File: src/rtl/instruction_packer.sv
// Packs field tuples into 16-bit BitEpicness words and streams them
// into instruction memory at consecutive addresses from a base.
module instruction_packer #(
  parameter int ADDR_WIDTH = 10
) (
  input  logic                  CLK,
  input  logic                  Reset,
  input  logic                  Start,
  input  logic [ADDR_WIDTH-1:0] BaseAddr,
  input  logic [ADDR_WIDTH-1:0] Length,
  input  logic                  InValid,
  output logic                  InReady,
  input  logic [1:0]            Format,
  input  logic [4:0]            OpCode,
  input  logic [2:0]            FuncCode,
  input  logic [3:0]            Reg1,
  input  logic [3:0]            Reg2,
  input  logic [3:0]            Reg3,
  input  logic [6:0]            Imm,
  input  logic [31:0]           JTarget,
  output logic                  MemWrite,
  output logic [ADDR_WIDTH-1:0] MemAddr,
  output logic [15:0]           MemData,
  output logic                  Busy,
  output logic                  Done,
  output logic [7:0]            ErrorCount
);

  typedef enum logic [1:0] {
    IDLE  = 2'd0,
    RUN   = 2'd1,
    FLUSH = 2'd2
  } state_t;

  state_t                state_q, state_d;
  logic [ADDR_WIDTH-1:0] ptr_q, ptr_d;
  logic [ADDR_WIDTH-1:0] remain_q, remain_d;
  logic [ADDR_WIDTH-1:0] addr_q, addr_d;
  logic [15:0]           data_q, data_d;
  logic                  wr_q, wr_d;
  logic                  done_q, done_d;
  logic [7:0]            err_q, err_d;

  logic        ok;
  logic [15:0] word;

  always_comb begin
    ok   = 1'b0;
    word = '0;
    unique case (Format)
      2'd0: begin
        ok   = ~OpCode[4];
        word = {OpCode, Reg1, Reg2, FuncCode};
      end
      2'd1: begin
        ok   = ~OpCode[4];
        word = {OpCode, Reg1, Imm};
      end
      2'd2: begin
        ok   = (JTarget[31:11] == '0);
        word = {OpCode, JTarget[10:0]};
      end
      default: begin
        // bit 11 is both OpCode[0] and Reg1[3]; they must agree
        ok   = OpCode[4] & (Reg1[3] == OpCode[0]);
        word = {OpCode[4:1], Reg1, Reg2, Reg3};
      end
    endcase
  end

  always_comb begin
    state_d  = state_q;
    ptr_d    = ptr_q;
    remain_d = remain_q;
    addr_d   = addr_q;
    data_d   = data_q;
    wr_d     = 1'b0;
    done_d   = 1'b0;
    err_d    = err_q;
    unique case (state_q)
      IDLE: begin
        if (Start) begin
          err_d = '0;
          if (Length != '0) begin
            ptr_d    = BaseAddr;
            remain_d = Length;
            state_d  = RUN;
          end else begin
            done_d = 1'b1;
          end
        end
      end
      RUN: begin
        if (InValid) begin
          if (ok) begin
            wr_d     = 1'b1;
            addr_d   = ptr_q;
            data_d   = word;
            ptr_d    = ptr_q + 1'b1;
            remain_d = remain_q - 1'b1;
            if (remain_q == ADDR_WIDTH'(1)) state_d = FLUSH;
          end else if (err_q != 8'hFF) begin
            err_d = err_q + 8'd1;
          end
        end
      end
      FLUSH: begin
        state_d = IDLE;
        done_d  = 1'b1;
      end
      default: state_d = IDLE;
    endcase
  end

  always_ff @(posedge CLK) begin
    if (Reset) begin
      state_q  <= IDLE;
      ptr_q    <= '0;
      remain_q <= '0;
      addr_q   <= '0;
      data_q   <= '0;
      wr_q     <= 1'b0;
      done_q   <= 1'b0;
      err_q    <= '0;
    end else begin
      state_q  <= state_d;
      ptr_q    <= ptr_d;
      remain_q <= remain_d;
      addr_q   <= addr_d;
      data_q   <= data_d;
      wr_q     <= wr_d;
      done_q   <= done_d;
      err_q    <= err_d;
    end
  end

  // outputs read as idle while Reset is held, so a pending write never shows
  assign InReady    = ~Reset & (state_q == RUN);
  assign Busy       = ~Reset & (state_q != IDLE);
  assign MemWrite   = ~Reset & wr_q;
  assign Done       = ~Reset & done_q;
  assign MemAddr    = Reset ? '0 : addr_q;
  assign MemData    = Reset ? '0 : data_q;
  assign ErrorCount = Reset ? '0 : err_q;

endmodule
File: config.mk
export PLATFORM = sky130hd
export DESIGN_NAME = instruction_packer
export DESIGN_NICKNAME = d
export VERILOG_FILES = /design/src/rtl/instruction_packer.sv
export SDC_FILE = /design/constraint.sdc
export NUM_CORES = 1
export LEC_CHECK = 0
export ABC_AREA = 0
export CORE_UTILIZATION = 44
export CTS_CLUSTER_SIZE = 30
export DETAILED_ROUTE_END_ITERATION = 10
export GPL_TIMING_DRIVEN = 0
export HOLD_SLACK_MARGIN = 0.15
export PLACE_DENSITY = 0.8
export SYNTH_ARGS = -nofsm -noshare
export SYNTH_HDL_FRONTEND = slang
export SYNTH_SLANG_ARGS = --single-unit
File: constraint.sdc
create_clock -name CLK -period 2.4 [get_ports CLK]
set_input_delay 0.6 -clock CLK [delete_from_list [all_inputs] [get_ports CLK]]
set_output_delay 0.6 -clock CLK [all_outputs]
set_load 0.05 [all_outputs]
==> flow_summary.yaml <==
place:
  place_congestion: 0.961
  hpwl_microns: 7840
  dp_slack_ns: -1.31
  portBuffers: 121
floorplan:
  core_area_sq_um: 6940
  die_h_microns: 87.5
  rows: 30
  start_util_pct: 46.3
  dieWidth_microns: 87.5
  pin_count: 123
  die_area_sq_um: 7660
power:
  ir_drop_v: 0.000484
  intPower_mw: 2.01
  swShare_pct: 28.6
  p_leak_nw: 1.94
  clkPwrFrac_pct: 40.9
  p_per_area_nw_per_um2: 568
  power.switching_mw: 0.805
  power_mw: 2.81
  comb_power_share_pct: 22.0
  p_seq_share_pct: 37.1
drt:
  routed_via_density: 5.81
  met1Wirelength_microns: 4690
  route.met2.wl_microns: 5380
  met3RoutedLength_microns: 749
  drtAntennaViolNets: 0
  vias: 3608
  drt-initial-drc-count: 279
  dr.pass1.iters: 5
  highest_layer: "met4"
  drc: 0
  wire_per_inst_microns: 17.8
  routed_wl_microns: 11100
grt:
  grt_usage_pct: 28.9
  grt_start_max_net_pins: 13
  grt_pass1_wl_microns: 16800
  gr-total-overflow: 0
  antenna_found_initial: 0
  grt_pass1_vias: 3468
layout:
  syn2layout_area_growth_pct: 53.9
  final_core_util_pct: 71.3
  diodes: 0
  drive_gt1_share_pct: 21.7
  fillers: 540
  layout.nets: 609
min_path:
  hp-class: "flop to flop"
critical_path:
  r2r_setup_slack_ns: 0.19
  reg2regPathDepth: 7
  rr_endpoint: "ptr_q[6]"
  cp.arrival_ns: 2.63
  worstSetupPathType: "input port to flop"
  crit_start: "JTarget[11]"
  critical_path_required_ns: 2.64
  cp_max_fo: 9
  critPathCapture: "remain_q[3]"
  start_kind: "input port"
  end_kind: "flop"
  reg2reg_from: "state_q[0]"
run_status:
  status: "complete, no violations"
sta:
  finalCritPeriodShare_pct: 99.4
  setup_viol: 0
  fmax_ghz: 0.419
  tns_ns: 0
  tightestPinTransition_ns: 0.635
  slew_violations: 0
  clock_skew_ns: 0.00905
  slew_headroom_pct: 57.7
  fin_ws_ns: 0.0140
  period_needed_ns: 2.39
  hold_viol: 0
clocking:
  clk_path_buf_depth: 2
  htree_levels: 3
  cts_sinks: 58
  cts_made_buffers: 9
  cts_root_buf: "clkbuf_8"
  clk_pin_slew_ns: 0.07
  postCtsHoldBufs: 0
  cts_tree: "yes"
  clk_latency_ns: 0.35
synthesis:
  synth-seq-area-share_pct: 36.1
  syn-cell-area_sq_um: 3220
  ys_seq_elements: 58
  synth_compound_area_share_pct: 24.4
  ys_types: 53
  synth-xor-area-share_pct: 0.272
  synth.top_cell.area_share_pct: 36.1
  synth_edf_count: 0
  synth_top_family_by_area: "simple AND/OR/NAND/NOR gates"
  yosys-top-cells-count: "58 x dfxtp_1, 38 x nor2b_1, 35 x nand2_1"
  synth-simple-area-share_pct: 26.0
  syn_inst: 378
  synth.area.top_cells: "dfxtp_1 36%, nor2b_1 7.4%, mux4_2 4.9%"
  synthFlopType: "dfxtp_1"
  synth_nets: 467
  ys_warn_count: 0
  yosysMostFrequentCell: "dfxtp_1"
  synth_fa_ha_area_share_pct: 1.56
  muxShareOfSynthArea_pct: 6.77
  yosysTopAreaCell: "dfxtp_1"
  synth.avg_cell_area_sq_um: 8.51
  async_flop_share_pct: 0
flow_run:
  cap_violations: 0
per-stage QoR:
step / hold slack [ns] / cells / area, sq um
after floorplan: 0.438 / 378 / 3220
after global placement: 0.462 / 595 / 4550
after detailed placement: 0.460 / 595 / 4550
after CTS: 0.472 / 616 / 4890
after global routing: 0.500 / 621 / 4950
final: 0.468 / 621 / 4950
worst min-delay path by stage:
| stage | startpoint | end | slack, ns | depth (start not counted) |
|---|---|---|---|---|
| after floorplan | err_q[7] | err_q[7] | 0.44 | 1 |
| after global placement | err_q[7] | err_q[7] | 0.46 | 1 |
| after detailed placement | err_q[7] | err_q[7] | 0.46 | 1 |
| after CTS | err_q[7] | err_q[7] | 0.47 | 1 |
| after global routing | err_q[7] | err_q[7] | 0.50 | 1 |
| final | err_q[7] | err_q[7] | 0.47 | 1 |
worst max-delay path: stages:
cell	delay, ns
clkdlybuf4s50_1	0.42
nor4_1	0.34
nand2_1	0.19
o21a_4	0.28
buf_8	0.15
or4_4	0.42
a21oi_2	0.16
o32ai_1	0.08
power groups by stage:
stage / logic [mW] / clock network, mW / registers, mW
CTS: 0.584 / 1.15 / 1.04
global route: 0.665 / 1.20 / 1.05
global placement: 0.552 / 0 / 1.06
finish: 0.619 / 1.15 / 1.04
floorplan: 0.319 / 0 / 1.05
detailed placement: 0.566 / 0 / 1.06
sequential cells by signal, summed over array words and instances (netlist names):
signal,flops
done_q,1
remain_q,10
addr_q,10
state_q,2
err_q,8
wr_q,1
ptr_q,10
data_q,16
area by class of cell:
type	count	area [sq um]	area share, %
clock inverters	7	125	2.53
inverters	10	37.5	0.758
repair buffers	131	1220	24.6
plain buffers	24	186	3.77
flip-flops and latches	58	1160	23.5
well taps	96	120	2.43
multi-input cells	286	1980	40.0
clock buffers	9	124	2.50
kinds of logic after synthesis:
logic type,count (synthesis)
simple gates,155
fa+ha+maj,4
buf+inv,34
flops,58
xor+xnor,1
mux,13
compound gates,113
metal layers:
layer  track usage [%]  up-vias
met3              7.11       28
met1              37.5     1732
li1                  -     1698
met5                 0        -
met2              46.4      150
met4              11.0        0
cells in the final DEF (no fill, tap or decap), types with 5 or more instances in the layout:
cell type	Yosys	routed
clkdlybuf4s50_1	0	78
dfxtp_1	58	58
nand2_1	35	35
nor2b_1	38	33
a21oi_1	29	28
buf_4	2	24
nor2_1	23	21
o21ai_0	19	19
buf_2	6	14
o22a_1	14	14
nor3_1	13	13
nand3_1	13	13
inv_1	10	10
clkbuf_8	0	10
clkdlybuf4s15_2	0	10
buf_6	2	8
clkbuf_1	12	7
a2bb2oi_1	7	7
a22o_1	7	7
mux4_2	7	7
mux2i_1	6	6
o32ai_1	6	6
nor2b_2	0	5
nand4_1	5	5
or3_1	5	5
and3_1	5	5
o41ai_1	5	5
timing repair:
item | CTS | global route
pin swaps | 3 | 8
setup endpoints to repair | 86 | 43
buffers inserted | 4 | 4
gates resized for setup | 207 | 31
gates cloned | 1 | 1
No activity file was read; power rests on OpenSTA's default activity.
